## src/rtl/fifo_block_unpacker.sv

```systemverilog
// Pops 128-bit blocks from the block FIFO and streams them out MSB-first as words.
// Optional macro FIFO_UNPACK_PREFETCH_EN: pop the next block on the last-word accept.
module fifo_block_unpacker #(
  parameter int unsigned BLOCK_W = 128,
  parameter int unsigned WORD_W  = 32
) (
  input  logic               clk,
  input  logic               rst,
  input  logic               fifo_empty,
  input  logic [BLOCK_W-1:0] fifo_data,
  output logic               fifo_read,
  output logic [WORD_W-1:0]  word_out,
  output logic               word_valid,
  input  logic               word_ready,
  output logic               word_last,
  output logic [15:0]        block_count
);

  localparam int unsigned N     = BLOCK_W / WORD_W;
  localparam int unsigned IDX_W = (N > 1) ? $clog2(N) : 1;
  localparam logic [IDX_W-1:0] LAST_IDX = IDX_W'(N - 1);

  typedef enum logic [1:0] {
    S_IDLE,
    S_WAIT,
    S_SEND
  } state_t;

  state_t             state_q, state_d;
  logic [IDX_W-1:0]   idx_q, idx_d;
  logic [BLOCK_W-1:0] shreg_q, shreg_d;
  logic [15:0]        block_count_q, block_count_d;

  always_comb begin
    state_d       = state_q;
    idx_d         = idx_q;
    shreg_d       = shreg_q;
    block_count_d = block_count_q;
    fifo_read     = 1'b0;
    case (state_q)
      S_IDLE: begin
        fifo_read = ~fifo_empty;
        if (!fifo_empty) state_d = S_WAIT;
      end
      S_WAIT: begin
        shreg_d = fifo_data;
        idx_d   = '0;
        state_d = S_SEND;
      end
      S_SEND: begin
        if (word_ready) begin
          if (idx_q == LAST_IDX) begin
            block_count_d = block_count_q + 16'd1;
`ifdef FIFO_UNPACK_PREFETCH_EN
            fifo_read = ~fifo_empty;
            state_d   = fifo_empty ? S_IDLE : S_WAIT;
`else
            state_d   = S_IDLE;
`endif
          end else begin
            shreg_d = shreg_q << WORD_W;
            idx_d   = idx_q + 1'b1;
          end
        end
      end
      default: state_d = S_IDLE;
    endcase
    // The held block is discarded during reset, so never pop in that cycle.
    if (rst) fifo_read = 1'b0;
  end

  always_ff @(posedge clk) begin
    if (rst) begin
      state_q       <= S_IDLE;
      idx_q         <= '0;
      shreg_q       <= '0;
      block_count_q <= '0;
    end else begin
      state_q       <= state_d;
      idx_q         <= idx_d;
      shreg_q       <= shreg_d;
      block_count_q <= block_count_d;
    end
  end

  assign word_valid  = (state_q == S_SEND);
  assign word_last   = (state_q == S_SEND) && (idx_q == LAST_IDX);
  assign word_out    = shreg_q[BLOCK_W-1 -: WORD_W];
  assign block_count = block_count_q;

endmodule

```

## config.mk

```make
export PLATFORM = sky130hd
export DESIGN_NAME = fifo_block_unpacker
export DESIGN_NICKNAME = d
export VERILOG_FILES = /design/src/rtl/fifo_block_unpacker.sv
export SDC_FILE = /design/constraint.sdc
export NUM_CORES = 1
export LEC_CHECK = 0
export ABC_AREA = 1
export BUFFER_PORTS_ARGS = -buffer_cell sky130_fd_sc_hd__buf_2
export CAP_MARGIN = 20
export CELL_PAD_IN_SITES_DETAIL_PLACEMENT = 0
export CELL_PAD_IN_SITES_GLOBAL_PLACEMENT = 1
export CORE_ASPECT_RATIO = 0.6
export CORE_MARGIN = 3
export CORE_UTILIZATION = 40
export CTS_BUF_LIST = sky130_fd_sc_hd__clkbuf_4 sky130_fd_sc_hd__clkbuf_8
export CTS_CLUSTER_DIAMETER = 200
export DETAILED_ROUTE_END_ITERATION = 6
export MAX_ROUTING_LAYER = met4
export PLACE_DENSITY_LB_ADDON = 0.1
export SYNTH_ARGS = -nofsm -noshare
export SYNTH_HDL_FRONTEND = slang
export SYNTH_SLANG_ARGS = --single-unit
```

## constraint.sdc

```tcl
create_clock -name clk -period 4.5 [get_ports clk]
set_input_delay 0.45 -clock clk [delete_from_list [all_inputs] [get_ports clk]]
set_output_delay 0.45 -clock clk [all_outputs]
set_load 0.1 [all_outputs]
```

==> flow_summary_export.csv <==
group,metric,value,unit
worst_hold_path,min_path_type,"input port to flop",
grt,track_usage,20.4,%
synth,synth_fp_nets,1161,
synth,seq_area_frac_synth,43.4,%
timing,setup_viol,0,
clock_tree,postCtsSetupRepairBufs,0,
timing,slew_violations,0,
clock_tree,cts.hold.buffers_added,0,
cells_and_area,layout-drive-gt1-share,19.9,%
floorplan,core-area,16400,um2
grt,antenna_found_initial,0,
synth,synthTopCellsByCount,"nand2_1, nor2_1, dfxtp_1",
critical_path,critPathArrivalTime,2.58,ns
synth,synth_enable_flop_cells,0,
synth,synth_top_area_share,43.4,%
outcome,status,"completed",
route,drtPass1Iterations,5,
route,ant_nets,0,
clock_tree,cts.repair.resized,0,
timing,finalSetupTns,0,ns
grt,grt_pass1_wl,30.0,mm
synth,yosys_warnings,0,
critical_path,start_kind,"flop",
synth,synthTopCellsByArea,"dfxtp_1, nand2_1, o21ai_0",
placed_design,dpl.hpwl,12.7,mm
pwr,leakagePower,3.67,nW
cells_and_area,nFillCells,1774,
floorplan,dieArea,18700,um2
timing,finalCritPeriodShare,67.3,%
route,drcViolationCount,0,
floorplan,initial_core_util,41.5,%
critical_path,critPathMaxFanout,92,
critical_path,rr_startpoint,"state_q[0]$_SDFFE_PP0P_",
route,detail_route.wirelength,18.5,mm
clock_tree,clk_path_buf_depth,2,
critical_path,crit_required,4.05,ns
timing,finalHoldViolCount,0,
critical_path,crit_type,"flop to output port",
pwr,finalPower,0.00308,W
timing,fin_ws,1.47,ns
timing,rsz0062_at_grt,"false",
timing,worstMarginPinSlew,0.920,ns
synth,synth_top_cell_by_area,"dfxtp_1",
cells_and_area,fin_nets,1272,
cells_and_area,multi_input_area,3080,um2
route,drt_iter0_drc,368,
clock_tree,path_clk_slew,0.09,ns
synth,yosys_register_bits,148,
clock_tree,numCtsBuffers,17,
cells_and_area,n_antenna_cell,0,
clock_tree,htree_levels,4,
cells_and_area,fin_util,47.9,%
grt,grt_pass1_vias,6081,
synth,yosysMostFrequentCell,"nand2_1",
timing,relSlewSlack,38.7,%
floorplan,fp.dieW,175,um
flow_run,maxCapViolCount,0,
cells_and_area,syn_to_final_growth,15.4,%
cells_and_area,seq_area,2960,um2
timing,fin_worst_skew,0.0225,ns
synth,synth_flop_cell,"dfxtp_1",
timing,final.min_clock_period,3.03,ns
clock_tree,insertion_delay,0.44,ns
floorplan,ios,183,
pwr,p_per_area,392,nW/um2
clock_tree,cts-root-buf,"clkbuf_8",
placed_design,pre_cts_slack,1.86,ns
synth,async_flop_share,0,%
synth,synth_area_per_cell,6.64,um2
route,num_vias,6460,
placed_design,gp_congestion,0.838,
placed_design,numPortBuffers,182,
critical_path,crit_start,"state_q[1]$_SDFFE_PP0P_",
synth,synth_cells,1027,
route,wl_per_cell,13.4,um
floorplan,placementRows,36,
pwr,ir_worst_vdd,161,uV
worst_hold_path,holdCritStartpoint,"fifo_empty",
floorplan,dieHeight,107,um
route,vias_per_cell,4.68,
synth,synth_cell_type_count,27,
clock_tree,cts.sinks,148,
grt,grt_max_degree,97,
critical_path,end_kind,"output port",
grt,overflow,0,
timing,fmax,330,MHz
clock_tree,tritoncts,"done",
synth,syn_area,6820,um2
==> layer usage <==
| layer | vias up | share of wire, % | global-route usage, % |
|---|---|---|---|
| li1 | 3413 | - | - |
| met5 | - | 0 | - |
| met2 | 160 | 42 | 30.4 |
| met4 | 0 | 0.38 | 3.75 |
| met1 | 2882 | 52 | 28.9 |
| met3 | 5 | 5.1 | 4.14 |
==> state kept, by name, indices dropped and copies added, names as in the netlist <==
name and cells:
state_q 2, shreg_q 128, idx_q 2, block_count 16
==> cell type report <==
type / instances / area share, %
Multi-Input combinational cell: 724 / 39.2
Clock inverter: 14 / 1.51
Inverter: 60 / 2.88
Clock buffer: 18 / 3.07
Tap cell: 228 / 3.63
Timing Repair Buffer: 187 / 12.1
Sequential cell: 148 / 37.7
==> cell usage in the layout (no fill, tap or decap), drive strengths merged <==
cell type	n
a21oi	71
inv	67
a31oi	1
ha	2
nor3b	1
clkbuf	18
xnor2	1
nor3	1
o21bai	1
xor2	1
buf	187
nand3	9
clkinvlp	4
o21ai	136
clkinv	3
nor2	166
nor4	2
dfxtp	148
nand4	6
nand2	326
==> cell families after synthesis <==
kind of cell	synth area share (%)
AND/OR/NAND/NOR	29.1
AO/OA/AOI/OAI	15.4
buffers and inverters	11.4
flip-flops	43.4
XOR/XNOR	0.257
adder cells (fa/ha/maj)	0.367
==> critical path: stages, from the launching register on <==
cell     delay [ns]
dfxtp_1        0.47
nand2_4        0.54
inv_2          0.59
buf_2          0.53
==> report_power, final <==
part | leakage (nW) | internal (W) | total, W | switching, W
Combinational | 2.29 | 0.000171 | 0.000659 | 0.000487
Sequential | 1.21 | 0.00141 | 0.00146 | 0.0000445
Clock | 0.175 | 0.000405 | 0.000969 | 0.000564
==> per-stage QoR <==
stage	hold slack, ns	cells	instance area [um2]
floorplan	0.425	1027	6820
global placement	0.436	1347	7510
detailed placement	0.442	1347	7510
CTS	0.177	1379	7870
global route	0.169	1379	7870
finish	0.202	1379	7870
==> worst paths after layout <==
| path | to | slack (ns) | depth (start not counted) |
|---|---|---|---|
| worst max-delay path | word_valid | 1.47 | 3 |
| worst min-delay path | state_q[0]$_SDFFE_PP0P_ | 0.20 | 2 |
| worst max register to register | shreg_q[49]$_SDFFE_PP0P_ | 1.88 | 7 |
| worst min register to register | shreg_q[62]$_SDFFE_PP0P_ | 0.45 | 2 |
No activity file was read; power rests on OpenSTA's default activity.
